==> config.mk <==
export PLATFORM = sky130hd
export DESIGN_NAME = sequence_input_tracker
export DESIGN_NICKNAME = d
export VERILOG_FILES = /design/src/rtl/sequence_input_tracker.sv
export SDC_FILE = /design/constraint.sdc
export NUM_CORES = 1
export LEC_CHECK = 0
export CAP_MARGIN = 20
export CORE_ASPECT_RATIO = 0.8
export CORE_UTILIZATION = 40
export CTS_CLUSTER_SIZE = 20
export DETAILED_ROUTE_END_ITERATION = 16
export GPL_TIMING_DRIVEN = 0
export PLACE_DENSITY = 0.69
export SLEW_MARGIN = 20
export SYNTH_ARGS = -nofsm -noshare
export SYNTH_HDL_FRONTEND = slang
export SYNTH_SLANG_ARGS = --single-unit
export TNS_END_PERCENT = 10
==> constraint.sdc <==
create_clock -name clk -period 2.9 [get_ports clk]
set_input_delay 0.29 -clock clk [delete_from_list [all_inputs] [get_ports clk]]
set_output_delay 0.29 -clock clk [all_outputs]
set_load 0.02 [all_outputs]
==> src/rtl/sequence_input_tracker.sv <==
// sequence_input_tracker: holds the 8-symbol challenge, decodes pad presses,
// tracks progress and strikes, and reports solved/failed to the stage logic.
module sequence_input_tracker #(
  parameter logic [15:0] SEED        = 16'hACE1,
  parameter int          MAX_STRIKES = 3
) (
  input  logic        clk,
  input  logic        rst_n,
  input  logic        start,
  input  logic        seq_wr,
  input  logic [23:0] seq_data,
  input  logic [5:0]  pad,
  output logic [3:0]  buttons [0:7],
  output logic [3:0]  progress,
  output logic        strike,
  output logic [2:0]  strike_count,
  output logic        solved,
  output logic        failed
);

  // A zero seed would lock the LFSR, so fall back to the default pattern.
  localparam logic [15:0] SEED_EFF = (SEED == 16'h0000) ? 16'hACE1 : SEED;
  localparam logic [3:0]  MAX_S    = 4'(MAX_STRIKES);

  typedef enum logic [2:0] {
    ST_IDLE,
    ST_LOAD,
    ST_ARMED,
    ST_SOLVED,
    ST_FAILED
  } state_t;

  state_t      state_q, state_d;
  logic [3:0]  buttons_q [0:7];
  logic [3:0]  buttons_d [0:7];
  logic [3:0]  progress_q, progress_d;
  logic        strike_q, strike_d;
  logic [2:0]  strike_cnt_q, strike_cnt_d;
  logic        solved_q, solved_d;
  logic        failed_q, failed_d;
  logic [5:0]  pad_q;
  logic [15:0] lfsr_q, lfsr_d;
  logic [2:0]  load_idx_q, load_idx_d;

  logic [5:0]  rise;
  logic        press_valid;
  logic [2:0]  press_code;

  // Raw 3-bit values 6 and 7 fold back onto codes 0 and 1.
  function automatic logic [2:0] to_code(input logic [2:0] v);
    return (v >= 3'd6) ? v - 3'd6 : v;
  endfunction

  // LFSR next value: taps 16,14,13,11, shifting every cycle.
  always_comb begin
    lfsr_d = {lfsr_q[14:0], lfsr_q[15] ^ lfsr_q[13] ^ lfsr_q[12] ^ lfsr_q[10]};
  end

  // Press decode: exactly one rising pad bit is a press; its index is the code.
  always_comb begin
    rise        = pad & ~pad_q;
    press_valid = (rise != 6'h00) && ((rise & (rise - 6'd1)) == 6'h00);
    press_code  = 3'd0;
    for (int i = 0; i < 6; i++) begin
      if (rise[i]) press_code = 3'(i);
    end
  end

  // Next-state and output logic; seq_wr outranks start, both override any state.
  always_comb begin
    state_d      = state_q;
    buttons_d    = buttons_q;
    progress_d   = progress_q;
    strike_d     = 1'b0;
    strike_cnt_d = strike_cnt_q;
    load_idx_d   = load_idx_q;

    if (seq_wr) begin
      for (int i = 0; i < 8; i++) buttons_d[i] = {1'b0, to_code(seq_data[3*i +: 3])};
      progress_d   = 4'd0;
      strike_cnt_d = 3'd0;
      state_d      = ST_ARMED;
    end else if (start) begin
      for (int i = 0; i < 8; i++) buttons_d[i][3] = 1'b0;
      progress_d   = 4'd0;
      strike_cnt_d = 3'd0;
      load_idx_d   = 3'd0;
      state_d      = ST_LOAD;
    end else begin
      case (state_q)
        ST_LOAD: begin
          buttons_d[load_idx_q] = {1'b0, to_code(lfsr_q[2:0])};
          load_idx_d            = load_idx_q + 3'd1;
          if (load_idx_q == 3'd7) state_d = ST_ARMED;
        end
        ST_ARMED: begin
          if (press_valid) begin
            if (press_code == buttons_q[progress_q[2:0]][2:0]) begin
              buttons_d[progress_q[2:0]][3] = 1'b1;
              progress_d                    = progress_q + 4'd1;
              if (progress_q == 4'd7) state_d = ST_SOLVED;
            end else begin
              strike_d     = 1'b1;
              strike_cnt_d = (strike_cnt_q == 3'd7) ? 3'd7 : strike_cnt_q + 3'd1;
              progress_d   = 4'd0;
              for (int i = 0; i < 8; i++) buttons_d[i][3] = 1'b0;
              if (({1'b0, strike_cnt_q} + 4'd1) == MAX_S) state_d = ST_FAILED;
            end
          end
        end
        default: ;
      endcase
    end

    solved_d = (state_d == ST_SOLVED);
    failed_d = (state_d == ST_FAILED);
  end

  // State and output registers; pad history resets high so held buttons give no edge.
  always_ff @(posedge clk or negedge rst_n) begin
    if (!rst_n) begin
      state_q      <= ST_IDLE;
      buttons_q    <= '{default: 4'h0};
      progress_q   <= 4'd0;
      strike_q     <= 1'b0;
      strike_cnt_q <= 3'd0;
      solved_q     <= 1'b0;
      failed_q     <= 1'b0;
      pad_q        <= 6'h3F;
      lfsr_q       <= SEED_EFF;
      load_idx_q   <= 3'd0;
    end else begin
      state_q      <= state_d;
      buttons_q    <= buttons_d;
      progress_q   <= progress_d;
      strike_q     <= strike_d;
      strike_cnt_q <= strike_cnt_d;
      solved_q     <= solved_d;
      failed_q     <= failed_d;
      pad_q        <= pad;
      lfsr_q       <= lfsr_d;
      load_idx_q   <= load_idx_d;
    end
  end

  assign buttons      = buttons_q;
  assign progress     = progress_q;
  assign strike       = strike_q;
  assign strike_count = strike_cnt_q;
  assign solved       = solved_q;
  assign failed       = failed_q;

endmodule
==> results.txt <==
DR WL/cell: 19.0 microns
Die ar.: 9570 sq um
Tot Pwr: 3.09 mW
Max FO, Critical Path: 10
DR iter-0 viols: 334
Worst path depth: 7
I/O pins: 76
DRC viols: 0
Critical path endpoint: solved
Post-layout min period: 2.78 ns
Final instance area: 4960 sq um
Worst r2r path cells: 7
Clock Sinks: 70
Relative slew margins: 38.6%
Worst slew pin tran: 0.914 ns
Post-route setup slack: 0.125 ns
Cell area after synthesis: 3670 sq um
CP Buf/Inv Count: 1
Via density: 5.84
TritonCTS clock tree: built
Vias in the first global route: 3295
Pre-CTS setup slack: 0.0957 ns
Clk Latency, worst-skew pair: 0.34 ns
Post_cts resized: 0
Reg2reg end: solved
Crit start category: flop
ANT cells: 0
Critical path's top delay family: compound AO/OA/AOI/OAI gates
RSZ-0062 raised after global routing: false
Endpoint class of the critical path: flop
Bufs on Longest Clock Path: 2
Worst setup path start: progress[2]
Reg2Reg Setup Slack: 0.12 ns
Yosys warns: 0
Crit-path cells: clkbuf_1 -> mux4_2 -> and2_1 -> o22a_4 -> nor2_4 -> o211ai_1 -> a211oi_1
GPL Wtd Cong: 0.915
Total number of vias: 3338
Final critical-path share of the clock period: 95.7%
Max stage delay on crit path: 0.56 ns
Dpl hpwl: 7840 microns
First-pass iteration count of the detailed router: 5
Synth Register Bits: 70
Status: complete, no violations
Pleak: 2.11 nW
Arr. time, crit path: 2.99 ns
Slowest-stage cell, CP: clkbuf_1
Layout area overhead: 35.0%
Row cnt: 30
Root Driver: clkbuf_16
Placed cell areas: 4580 sq um
Tightest hold margin: 0.348 ns
Synthesized area per cell: 9.98 sq um
Synth async-reset ratio: 100%
Buffer count from post-CTS setup fixing: 0
Worst Hold Class: flop to flop
Crit path required time: 3.12 ns
Setup tns final: 0 ns
Slew Viols, Final: 0
Worst Skew: 0.00691 ns
Num CTS Buffers: 9
Ys flop type: dfrtp_1
Port Buffers: 74
Setup CP Type: flop to flop
Number of distinct library cells after synthesis: 55
Syn Nets: 409
First-pass GRT wire length: 17100 microns
Largest net degree at the start of global routing: 49
Initial Util: 42.2%
Die Ht: 87.7 microns
Routed wire length: 10900 microns
Final setup fails: 0
Seq/Total Area, Yosys: 48.2%
Total core area: 8710 sq um
Layout cells sized above 1: 10.7%
Max IR drop VDD: 302 uV
Max-cap violations: 0
Synth Instances: 368
Width of the die: 109 microns
Congestion Overflow GR: 0
H-Tree Depth: 3
# nets final: 496
Initial antenna violation count: 0
Post-synth EDFFs: 0
Achievable Freq: 360 MHz
Final hold vios: 0
Tot GR Track Use: 24.3%
RR Startpoint: progress[2]
DRT antenna net count: 0
Power per cell area: 624 nW/um^2
Reg clk slew, reported paths: 0.06 ns
## power by group
part	leakage, nW	switching [mW]	internal [mW]
logic	1.06	0.328	0.272
clock network	0.176	0.443	0.931
registers	0.873	0.0705	1.05
## cell usage after synthesis (2+ instances only)
master / number / share of area [%]
nor2_1: 36 / 3.7
nor2b_1: 6 / 1.0
and2_1: 3 / 0.51
nand2_1: 33 / 3.4
and3_1: 3 / 0.51
mux4_2: 3 / 1.8
o21ai_0: 26 / 3.5
nand3_1: 5 / 0.68
a211oi_1: 2 / 0.41
buf_1: 3 / 0.31
dfrtp_1: 56 / 38
mux4_1: 2 / 1.4
xnor2_1: 4 / 0.95
nor3_1: 7 / 0.95
buf_2: 2 / 0.27
nand4_1: 3 / 0.51
a31oi_1: 10 / 1.7
a21oi_1: 30 / 4.1
ha_1: 7 / 2.4
xor2_1: 2 / 0.48
a22oi_1: 2 / 0.41
mux2i_1: 4 / 1.1
o22a_1: 15 / 3.6
and3b_1: 9 / 2.1
o32a_1: 9 / 2.5
o211ai_1: 3 / 0.61
nor4_1: 8 / 1.4
or2_2: 2 / 0.34
nand2b_1: 10 / 1.7
dfstp_2: 14 / 10
clkbuf_1: 15 / 1.5
o21ai_2: 2 / 0.48
inv_1: 9 / 0.92
nand3b_1: 2 / 0.41
## cell families (layout without fill, tap and decap cells)
kind of cell,count (synthesis),after routing,synth area share [%]
and+or+nand+nor,134,134,18.8
AOI/OAI and AO/OA,110,110,20.5
DFF,70,70,48.2
buffers and inverters,30,122,3.34
muxes,10,10,4.97
adders and majority gates,7,7,2.38
xor gates and xnor gates,7,7,1.87
## per-stage QoR
step | std cells | util (%)
2_1_floorplan | 368 | -
3_3_place_gp | 554 | 52.3
3_5_place_dp | 555 | 52.6
4_1_cts | 572 | 57.0
5_1_grt | 572 | 57.0
6_report | 572 | 57.0
## how the worst min path moves through the flow
stage	from	endpoint	slack, ns	depth (start not counted)
final	lfsr_q[9]	lfsr_q[10]	0.35	0
after CTS	lfsr_q[9]	lfsr_q[10]	0.35	0
after global routing	lfsr_q[8]	lfsr_q[9]	0.36	0
after floorplan	rst_n	buttons[0]	-0.006	0
after global placement	lfsr_q[9]	lfsr_q[10]	0.33	0
after detailed placement	rst_n	buttons[19]	0.21	1
## metal layers
layer	track usage (%)	vias to the layer above	routed length [microns]
li1	-	1524	-
met1	33.4	1641	4990
met4	8.72	0	212
met5	0	-	0
met3	6.25	21	887
met2	37.2	152	4770
## final cells by class
cell class                      instances  area [sq um]
Inverter                                9          33.8
Sequential cell                        70          1770
Clock inverter                          7           145
Fill cell                             784          3750
Clock buffer                            9           225
Buffer                                 21          88.8
Multi-Input combinational cell        268          1780
Tap cell                              112           140
Timing Repair Buffer                   76           776
## flip-flops by register name, indices dropped and copies added (netlist names)
signal and cells:
lfsr_q 16, progress 4, solved 1, state_q 3
strike 1, failed 1, load_idx_q 3, pad_q 6
buttons 32, strike_count 3
## layout by cell type (no fill, tap or decap), types with 2 or more instances in the layout
master	Yosys	layout
nand3b_1	2	2
dfstp_2	14	14
nor2_1	36	36
a31oi_1	10	10
or2_2	2	2
clkdlybuf4s50_1	0	73
o22a_1	15	15
bufinv_16	0	4
mux2i_1	4	4
and3_1	3	3
nor2b_1	6	6
xnor2_1	4	4
dfrtp_1	56	56
o211ai_1	3	3
clkbuf_16	0	9
mux4_2	3	3
nand2b_1	10	10
a21oi_1	30	30
a211oi_1	2	2
nand3_1	5	5
clkbuf_1	15	15
o21ai_0	26	26
nand4_1	3	3
xor2_1	2	2
buf_1	3	3
ha_1	7	7
mux4_1	2	2
and2_1	3	3
nand2_1	33	33
nor4_1	8	8
buf_2	2	2
a22oi_1	2	2
o32a_1	9	9
nor3_1	7	7
and3b_1	9	9
o21ai_2	2	2
inv_1	9	9
## worst reg2reg max path, delay by kind of cell, from the launching register on
kind | cells | cell delay (ns)
and+or+nand+nor | 2 | 0.43
muxes | 1 | 0.48
DFF | 1 | 0.40
AOI/OAI and AO/OA | 3 | 0.79
buffers and inverters | 1 | 0.56
## what timing repair did
item                                    CTS  global route
hold buffers                              1             0
endpoints found under the setup margin    0             0
endpoints found under the hold margin    22             0
Note: power is estimated with default switching activity, not from simulation.
